### src/rtl/hex_step_pkg.sv
// Shared types and default constants for the hex step counter.
package hex_step_pkg;

  // Key-repeat FSM states.
  typedef enum logic [1:0] {
    IDLE   = 2'd0,
    HOLD   = 2'd1,
    REPEAT = 2'd2
  } state_e;

  // Direction latched on the press that started the current hold.
  typedef enum logic {
    DIR_UP = 1'b0,
    DIR_DN = 1'b1
  } dir_e;

  // Board defaults for a 10 MHz clock.
  localparam int DEF_WIDTH        = 4;
  localparam int DEF_DEBOUNCE     = 100_000;
  localparam int DEF_REPEAT_DELAY = 5_000_000;
  localparam int DEF_REPEAT_RATE  = 1_000_000;

  // Larger of two integers, used to size the shared repeat timer.
  function automatic int max_int(input int a, input int b);
    return (a > b) ? a : b;
  endfunction

endpackage

### src/rtl/hex_step_counter_key_debounce.sv
// One pushbutton: 2-flop synchronizer, stability-count debouncer and a
// registered one-cycle press pulse on the debounced 1->0 transition.
module key_debounce
  import hex_step_pkg::*;
#(
  parameter int DEBOUNCE_CYCLES = DEF_DEBOUNCE
) (
  input  logic clk_i,
  input  logic rst_ni,
  input  logic key_ni,
  output logic level_o,
  output logic press_o
);

  localparam int CW = (DEBOUNCE_CYCLES > 1) ? $clog2(DEBOUNCE_CYCLES + 1) : 1;

  logic          sync1_q, sync2_q;
  logic          deb_q, deb_d;
  logic [CW-1:0] cnt_q, cnt_d;
  logic          press_q, press_d;

  // Bring the raw button into the clock domain; idle level is released (1).
  always_ff @(posedge clk_i or negedge rst_ni) begin
    if (!rst_ni) begin
      sync1_q <= 1'b1;
      sync2_q <= 1'b1;
    end else begin
      sync1_q <= key_ni;
      sync2_q <= sync1_q;
    end
  end

  // Accept a new level only after it has differed for DEBOUNCE_CYCLES cycles;
  // any return to the accepted level restarts the count.
  always_comb begin
    deb_d   = deb_q;
    cnt_d   = '0;
    press_d = 1'b0;
    if (sync2_q != deb_q) begin
      if (cnt_q == CW'(DEBOUNCE_CYCLES - 1)) begin
        deb_d   = sync2_q;
        press_d = ~sync2_q;
      end else begin
        cnt_d = cnt_q + CW'(1);
      end
    end
  end

  // Debounce state and press pulse registers.
  always_ff @(posedge clk_i or negedge rst_ni) begin
    if (!rst_ni) begin
      deb_q   <= 1'b1;
      cnt_q   <= '0;
      press_q <= 1'b0;
    end else begin
      deb_q   <= deb_d;
      cnt_q   <= cnt_d;
      press_q <= press_d;
    end
  end

  assign level_o = deb_q;
  assign press_o = press_q;

endmodule

### src/rtl/hex_step_counter.sv
// Debounced, auto-repeating up/down hex counter with switch parallel load,
// feeding the 7-segment decoder.
module hex_step_counter
  import hex_step_pkg::*;
#(
  parameter int WIDTH               = DEF_WIDTH,
  parameter int DEBOUNCE_CYCLES     = DEF_DEBOUNCE,
  parameter int REPEAT_DELAY_CYCLES = DEF_REPEAT_DELAY,
  parameter int REPEAT_RATE_CYCLES  = DEF_REPEAT_RATE
) (
  input  logic             CLOCK_10,
  input  logic             RESET_N,
  input  logic             KEY_UP_N,
  input  logic             KEY_DN_N,
  input  logic             LOAD,
  input  logic [WIDTH-1:0] LOAD_VALUE,
  output logic [WIDTH-1:0] VALUE,
  output logic             STEP
);

  localparam int TIMER_MAX = max_int(REPEAT_DELAY_CYCLES, REPEAT_RATE_CYCLES);
  localparam int TW        = $clog2(TIMER_MAX + 1);

  logic up_level, up_press;
  logic dn_level, dn_press;

  key_debounce #(.DEBOUNCE_CYCLES(DEBOUNCE_CYCLES)) u_key_up (
    .clk_i   (CLOCK_10),
    .rst_ni  (RESET_N),
    .key_ni  (KEY_UP_N),
    .level_o (up_level),
    .press_o (up_press)
  );

  key_debounce #(.DEBOUNCE_CYCLES(DEBOUNCE_CYCLES)) u_key_dn (
    .clk_i   (CLOCK_10),
    .rst_ni  (RESET_N),
    .key_ni  (KEY_DN_N),
    .level_o (dn_level),
    .press_o (dn_press)
  );

  state_e            state_q, state_d;
  dir_e              dir_q, dir_d;
  logic [TW-1:0]     timer_q, timer_d;
  logic [WIDTH-1:0]  value_q, value_d;
  logic              step_q, step_d;
  logic              do_step;
  logic              active_released;

  // The key that started the hold is the only one watched for release.
  assign active_released = (dir_q == DIR_UP) ? up_level : dn_level;

  // Next-state logic: press / hold / repeat stepping, with LOAD overriding all.
  always_comb begin
    state_d = state_q;
    dir_d   = dir_q;
    timer_d = timer_q;
    value_d = value_q;
    step_d  = 1'b0;
    do_step = 1'b0;

    case (state_q)
      IDLE: begin
        timer_d = '0;
        // Simultaneous presses cancel each other.
        if (up_press ^ dn_press) begin
          do_step = 1'b1;
          dir_d   = up_press ? DIR_UP : DIR_DN;
          state_d = HOLD;
        end
      end
      HOLD: begin
        if (active_released) begin
          state_d = IDLE;
          timer_d = '0;
        end else if (timer_q == TW'(REPEAT_DELAY_CYCLES - 1)) begin
          do_step = 1'b1;
          timer_d = '0;
          state_d = REPEAT;
        end else begin
          timer_d = timer_q + TW'(1);
        end
      end
      REPEAT: begin
        if (active_released) begin
          state_d = IDLE;
          timer_d = '0;
        end else if (timer_q == TW'(REPEAT_RATE_CYCLES - 1)) begin
          do_step = 1'b1;
          timer_d = '0;
        end else begin
          timer_d = timer_q + TW'(1);
        end
      end
      default: begin
        state_d = IDLE;
        timer_d = '0;
      end
    endcase

    // Wrap-around arithmetic falls out of the fixed register width.
    if (do_step) begin
      value_d = (dir_d == DIR_UP) ? (value_q + WIDTH'(1)) : (value_q - WIDTH'(1));
      step_d  = 1'b1;
    end

    // Switch load wins; any press seen this cycle is dropped.
    if (LOAD) begin
      value_d = LOAD_VALUE;
      state_d = IDLE;
      dir_d   = dir_q;
      timer_d = '0;
      step_d  = 1'b0;
    end
  end

  // FSM, timer and output registers.
  always_ff @(posedge CLOCK_10 or negedge RESET_N) begin
    if (!RESET_N) begin
      state_q <= IDLE;
      dir_q   <= DIR_UP;
      timer_q <= '0;
      value_q <= '0;
      step_q  <= 1'b0;
    end else begin
      state_q <= state_d;
      dir_q   <= dir_d;
      timer_q <= timer_d;
      value_q <= value_d;
      step_q  <= step_d;
    end
  end

  assign VALUE = value_q;
  assign STEP  = step_q;

endmodule
### config.mk
export PLATFORM = sky130hd
export DESIGN_NAME = hex_step_counter
export DESIGN_NICKNAME = d
export VERILOG_FILES = /design/src/rtl/hex_step_pkg.sv /design/src/rtl/hex_step_counter_key_debounce.sv /design/src/rtl/hex_step_counter.sv
export SDC_FILE = /design/constraint.sdc
export NUM_CORES = 1
export LEC_CHECK = 0
export ABC_AREA = 1
export ABC_CLOCK_PERIOD_IN_PS = 2400
export BUFFER_PORTS_ARGS = -buffer_cell sky130_fd_sc_hd__buf_2
export CORE_MARGIN = 1.5
export CORE_UTILIZATION = 43
export CTS_CLUSTER_DIAMETER = 50
export DETAILED_ROUTE_END_ITERATION = 8
export HOLD_SLACK_MARGIN = 0.1
export SETUP_SLACK_MARGIN = 0.3
export SLEW_MARGIN = 20
export SYNTH_ARGS = -nofsm -noshare
export SYNTH_HDL_FRONTEND = slang
export SYNTH_SLANG_ARGS = --single-unit
export TNS_END_PERCENT = 100
### constraint.sdc
create_clock -name CLOCK_10 -period 2.4 [get_ports CLOCK_10]
set_input_delay 0.24 -clock CLOCK_10 [delete_from_list [all_inputs] [get_ports CLOCK_10]]
set_output_delay 0.24 -clock CLOCK_10 [all_outputs]
set_load 0.01 [all_outputs]
==> results of run 1 <==
-- final cells by class --
class | instances | area, sq um
clock buffer | 9 | 124
multi-input combinational | 369 | 2090
tap | 129 | 161
fill | 890 | 4620
timing repair buffer | 25 | 165
clock inverter | 7 | 76.3
inverter | 58 | 220
sequential | 73 | 1830
-- per-layer routing --
layer  vias to the layer above  part of all wire
met1                      1550              0.45
met5                         -                 0
met2                        27              0.51
li1                       1687                 -
met3                        13             0.024
met4                         0             0.016
-- worst register-to-register path: cells and delay by family (launching register included) --
kind | cells | cell delay [ns]
flip-flops | 1 | 0.41
AO/OA/AOI/OAI | 1 | 0.13
buffers and inverters | 2 | 0.16
AND/OR/NAND/NOR | 11 | 0.87
adder cells (fa/ha/maj) | 2 | 0.38
-- flip-flops by register name (all words and copies together) (netlist names) --
signal and count:
state_q 2, u_key_dn.level_o 1, u_key_up.cnt_q 17, u_key_up.press_o 1, u_key_dn.press_o 1, u_key_dn.cnt_q 17
u_key_dn.sync1_q 1, timer_q 23, u_key_up.sync1_q 1, u_key_up.level_o 1, dir_q 1, u_key_up.sync2_q 1
VALUE 4, u_key_dn.sync2_q 1, STEP 1
-- synth_stat cells (all sizes together) --
| library cell | instances |
|---|---|
| nand2 | 109 |
| nor2 | 101 |
| dfrtp | 67 |
| inv | 57 |
| nand3 | 37 |
| nor3 | 23 |
| xor2 | 21 |
| nand4 | 16 |
| nor4 | 11 |
| xnor2 | 11 |
| ha | 9 |
| a21oi | 8 |
| o21ai | 7 |
| dfstp | 6 |
| nor3b | 4 |
| or2 | 3 |
| buf | 2 |
| nand3b | 2 |
| a211oi | 1 |
| a21o | 1 |
| a22oi | 1 |
| and2 | 1 |
| clkbuf | 1 |
| clkinv | 1 |
| fa | 1 |
| o22ai | 1 |
| o31ai | 1 |
-- through the flow --
step                total power, mW  hold WS (ns)
floorplan                      1.41       -0.0556
global placement               1.48         0.348
detailed placement             1.49         0.346
CTS                            2.50         0.166
global route                   2.60         0.214
finish                         2.48         0.193
-- final timing paths --
kind                       cells after the start  slack, ns                           end                  startpoint
min in group asynchronous                      2       0.56  u_key_dn.cnt_q[14]$_DFF_PN0_                     RESET_N
max                                           16       0.35          VALUE[3]$_DFFE_PN0P_      state_q[0]$_DFFE_PN0P_
min                                            5       0.19          VALUE[0]$_DFFE_PN0P_               LOAD_VALUE[0]
max in group asynchronous                      2       1.26   u_key_dn.cnt_q[9]$_DFF_PN0_                     RESET_N
max reg2reg                                   16       0.35          VALUE[3]$_DFFE_PN0P_      state_q[0]$_DFFE_PN0P_
min reg2reg                                    0       0.36    u_key_up.sync2_q$_DFF_PN1_  u_key_up.sync1_q$_DFF_PN1_
-- power by group --
group / switching (mW) / internal [mW] / leakage, nW / total [mW]
Clock: 0.488 / 0.486 / 0.0962 / 0.974
Sequential: 0.0282 / 1.26 / 0.987 / 1.29
Combinational: 0.123 / 0.0934 / 0.915 / 0.217
-- timing repair --
| action | in CTS | in global routing |
|---|---|---|
| hold endpoints to repair | 69 | 0 |
| resized for setup | 6 | 12 |
| hold buffers | 3 | 0 |
| endpoints found under the setup margin | 1 | 1 |
| pin swaps | 1 | 7 |
| buffers inserted | 4 | 5 |
-- logic make-up (layout without fill, tap and decap cells) --
kind of cell	Yosys count	count (layout)	synth area share
buf+inv	61	99	0.0635
simple gates	307	307	0.364
flops	73	73	0.445
compound gates	20	20	0.0270
fa+ha+maj	10	10	0.0322
xor+xnor	32	32	0.0680
==> results.toml, run 1 <==
[sta]
finalCritPeriodShare = 0.855
maxSlewViolCount = 0
fin_ws_ns = 0.347
fin_setup_tns_ns = 0
fmax_mhz = 487
rsz0062_at_grt = "yes"
hold_violations = 0
tightest_slew_ns = 0.913
setup_viol = 0
clock_skew_ns = 0.0102
finalCriticalPeriod_ns = 2.05
maxSlewHeadroom = 0.391

[status]
status = "completed"

[layout]
syn_to_final_growth_pct = 13.3
design_area_sq_um = 4670
final_nets = 555
finalNonFillerCells = 670
fin_util = 0.503
drive_gt1_frac = 0.189
final_cell_mix = "102 x nand2_1, 74 x nor2_1, 67 x dfrtp_1"
layout_commonest_cell = "nand2_1"
antennaDiodeCount = 0

[setup_path]
critPathMaxStageDelay_ns = 0.41
crit_slowest_cell = "dfrtp_1"
path_cells = "inv_2 -> ha_4 -> nand2_4 -> nand2_4 -> nand2_4 -> inv_4 -> ha_4 -> a21oi_2 -> nand2_1 -> or2_4 -> nand2_2 -> nand2_1 -> nand3_1 -> nand2_1 -> nand2_1 -> nand2_1"
path_delay_family = "simple AND/OR/NAND/NOR gates"
worstSetupEndpointType = "flop"
worstPathMaxFanout = 4
worstSetupPathType = "reg2reg"
required_ns = 2.65
startpoint_type = "flop"
cp_common_cell = "nand2_1"
cp_num_buf_inv = 2
worstPathArrival_ns = 2.30

[logic_synthesis]
yosysWarnings = 0
syn_nets = 522
syn_area_sq_um = 4120
ys_seq_area_frac = 0.445
ys_types = 38
synth_seq_cells = 73
syn_area_per_cell_sq_um = 8.19
synth_area_leaders = "dfrtp_1 41%, nand2_1 9.7%, nor2_1 6.8%"
synthCells = 503
yosysTopAreaCellShare = 0.407
yosys.area.top_type = "dfrtp_1"

[flow_run]
maxCapViolations = 0

[global_route]
use_met2 = 0.312
grt_pass1_vias = 3250
grt_max_degree = 74
grt-ovfl-total = 0
grt_pass1_wl_mm = 14.4
grtUsageMet3 = 0.0485
antenna_found_initial = 0
track_usage = 0.180
use_met1 = 0.213
top_usage_layer = "met2"

[drt]
drc = 0
wl_per_cell_um = 12.2
vias = 3277
wirelength_mm = 8.15
drt_iter0_markers = 100
dr.pass1.iters = 6
vias_per_cell = 4.89
ant_nets = 0

[clock_tree]
clockBufferDepth = 2
cts.sinks = 73
path_clk_slew_ns = 0.08
root_buffer = "clkbuf_8"
cts_tree = "done"
cts_buffers = 9
htree_levels = 3
clk_latency_ns = 0.36

[floorplan]
io_pins = 14
row_count = 35
die_h_um = 101
start_util = 0.444
die_area_sq_um = 10200
die_w_um = 101
core_sq_um = 9280

[place]
io_buffers = 13
hpwlAfterDp_mm = 5.64
dpl.cell_count = 642
place_ws_ns = 0.0734
routabilityCongestion = 0.852
place_area_sq_um = 4310

[power]
max-vdd-ir-drop_mv = 0.374
leakage_nw = 2.00
power.density_nw_per_um2 = 531

[worst_hold_path]
hold_path_class = "in2reg"
Power figures use the tool's default switching activity.
==> run 2, diff against run 1 <==
Settings changed: ABC_AREA 1 to default, RECOVER_POWER from default to 50.
==> run 2 against run 1 <==
Effect of this change: first-iteration DRC count grew 21%; maximum frequency shrank 9.9%; combinational power decreased by 13%; critical path depth shrank 5; sequential cell count stayed put; sequential power about the same; power is 5.7% lower; register-to-register slack worse by 0.23 ns; count of clock-buffer cells in the layout increased by 4; worst hold slack worse by 0.060 ns; global-route usage decreased by 0.99 points; setup slack got worse by 0.23 ns.
==> results.toml, run 2 <==
[logic_synthesis]
synth_ff_type = "dfrtp_1"
synth.most_common_cell = "dfrtp_1"
synth_simple_gate_area_frac = 0.248
synth_top_family_by_area = "simple AND/OR/NAND/NOR gates"
yosysWarnings = 0
synth_common_cells = "67 x dfrtp_1, 63 x nor2_1, 41 x xor2_1"
syn_area_per_cell_sq_um = 10.2
postSynth.asyncResetShare = 1.00
synth_fa_ha_area_frac = 0.0369
synth_xor_area_frac = 0.134
syn_area_sq_um = 3590
yosysTopAreaCellShare = 0.467
synth-compound-area-share = 0.0386
ys_types = 47
synth_area_leaders = "dfrtp_1 47%, xor2_1 10%, nor2_1 6.6%"
yosys.area.top_type = "dfrtp_1"
synth_seq_cells = 73
syn_nets = 373
synth_edf_count = 0
synthCells = 354
ys_seq_area_frac = 0.510
synthMuxAreaShare = 0.0146

[drt]
drc = 0
ant_nets = 0
wirelength_mm = 6.86
vias = 2567
wl_per_cell_um = 13.7
vias_per_cell = 5.11
dr.pass1.iters = 4
drt_iter0_markers = 121

[power]
max-vdd-ir-drop_mv = 0.222
swShare = 0.240
leakage_nw = 1.82
p_seq_frac = 0.549
combPwrFrac = 0.080
total_power_mw = 2.34
power.share.clock = 0.370
power.density_nw_per_um2 = 555
p_switching_mw = 0.561
internal_power_mw = 1.77

[sta]
tightest_slew_ns = 0.524
fmax_mhz = 439
fin_ws_ns = 0.122
clock_skew_ns = 0.0155
hold_violations = 0
fin_setup_tns_ns = 0
maxSlewViolCount = 0
maxSlewHeadroom = 0.649
setup_viol = 0
finalCritPeriodShare = 0.949
whs_ns = 0.133
rsz0062_at_grt = "yes"
finalCriticalPeriod_ns = 2.28

[clock_tree]
cts_buffers = 9
clockBufferDepth = 2
path_clk_slew_ns = 0.08
cts_tree = "done"
clk_latency_ns = 0.34
htree_levels = 3
cts.sinks = 73
root_buffer = "clkbuf_8"

[setup_path]
startpoint_type = "flop"
r2r-start = "state_q[0]$_DFFE_PN0P_"
cp_common_cell = "ha_4"
r2r_cells = 11
worstPathMaxFanout = 4
path_cells = "inv_2 -> ha_4 -> nand2_4 -> a21oi_4 -> nor2_4 -> ha_4 -> a21o_1 -> a21oi_2 -> xnor2_2 -> or4b_1 -> nand3_1"
crit_end = "VALUE[3]$_DFFE_PN0P_"
worstPathArrival_ns = 2.56
crit_slowest_cell = "or4b_1"
reg2reg_slack_ns = 0.12
startpoint = "state_q[0]$_DFFE_PN0P_"
worstSetupEndpointType = "flop"
critPathMaxStageDelay_ns = 0.44
worstReg2RegEnd = "VALUE[3]$_DFFE_PN0P_"
worstSetupPathType = "reg2reg"
required_ns = 2.68

[layout]
final_cell_mix = "66 x dfrtp_1, 62 x nor2_1, 41 x xor2_1"
top_regs = "timer_q x23, u_key_dn.cnt_q x17, u_key_up.cnt_q x17"
fin_util = 0.517
syn_to_final_growth_pct = 17.1
largest_reg_flops = 23
drive_gt1_frac = 0.181
layout_commonest_cell = "dfrtp_1"
finalNonFillerCells = 502
top_register = "timer_q"
antennaDiodeCount = 0
design_area_sq_um = 4210
final_nets = 411

[global_route]
grt-ovfl-total = 0
grt_pass1_vias = 2540
grt_max_degree = 74
antenna_found_initial = 0
grt_pass1_wl_mm = 11.9
track_usage = 0.171

[floorplan]
die_w_um = 94.4
die_h_um = 94.4
die_area_sq_um = 8910
row_count = 33
start_util = 0.442
core_sq_um = 8130
io_pins = 14

[place]
hpwlAfterDp_mm = 4.29
place_area_sq_um = 3810
place_ws_ns = 0.0457
dpl.cell_count = 470
routabilityCongestion = 0.755
io_buffers = 13

[status]
status = "completed"

[worst_hold_path]
hold_path_class = "in2reg"

[flow_run]
maxCapViolations = 0
-- run 2: routing by layer --
layer	wire (um)	GRT usage	part of all wire
met3	264	0.0459	0.038
met5	0	0	0
met4	110	0.0560	0.016
met1	3420	0.236	0.50
met2	3070	0.260	0.45
-- run 2: cells by family (layout without fill, tap and decap cells) --
group	after synthesis	in the layout
adder cells (fa/ha/maj)	10	10
AND/OR/NAND/NOR	177	177
XOR/XNOR	55	55
buffers and inverters	14	57
multiplexers	5	5
flip-flops	73	73
AO/OA/AOI/OAI	20	20
-- run 2: worst min path at each step --
stage               cells past startpoint           from                            to  slack, ns
floorplan                               0        RESET_N                STEP$_DFF_PN0_      -0.06
global placement                        2        RESET_N  u_key_up.cnt_q[12]$_DFF_PN0_       0.30
detailed placement                      2        RESET_N  u_key_up.cnt_q[13]$_DFF_PN0_       0.30
CTS                                     3  LOAD_VALUE[1]          VALUE[1]$_DFFE_PN0P_       0.11
global route                            3  LOAD_VALUE[1]          VALUE[1]$_DFFE_PN0P_       0.12
finish                                  3  LOAD_VALUE[0]          VALUE[0]$_DFFE_PN0P_       0.13
-- run 2: power groups by stage --
stage	Combinational [mW]	Sequential, mW	Clock [mW]
6_report	0.188	1.28	0.864
3_5_place_dp	0.148	1.30	0
2_1_floorplan	0.0818	1.30	0
5_1_grt	0.209	1.29	0.959
3_3_place_gp	0.144	1.30	0
4_1_cts	0.168	1.28	0.901
-- run 2: repair_timing --
item / 4_1_cts / 5_1_grt
setup buffers: 5 / 7
endpoints found under the hold margin: 70 / 0
resized for setup: 7 / 13
setup endpoints to repair: 2 / 38
hold buffers: 4 / 0
pin swaps: 2 / 8
-- run 2: cell type report --
type	count	area [sq um]
clock buffer	13	159
inverter	8	30.0
fill	737	3930
sequential	73	1840
timing repair buffer	33	240
clock inverter	3	17.5
multi-input combinational	267	1800
tap	105	131
-- run 2: worst max-delay path: cells and delay by family, from the launching register on --
| kind | cells | cell delay (ns) |
|---|---|---|
| DFF | 1 | 0.40 |
| buffers and inverters | 1 | 0.09 |
| adders and majority gates | 2 | 0.39 |
| AOI/OAI and AO/OA | 3 | 0.53 |
| xor gates and xnor gates | 1 | 0.14 |
| and+or+nand+nor | 4 | 0.66 |
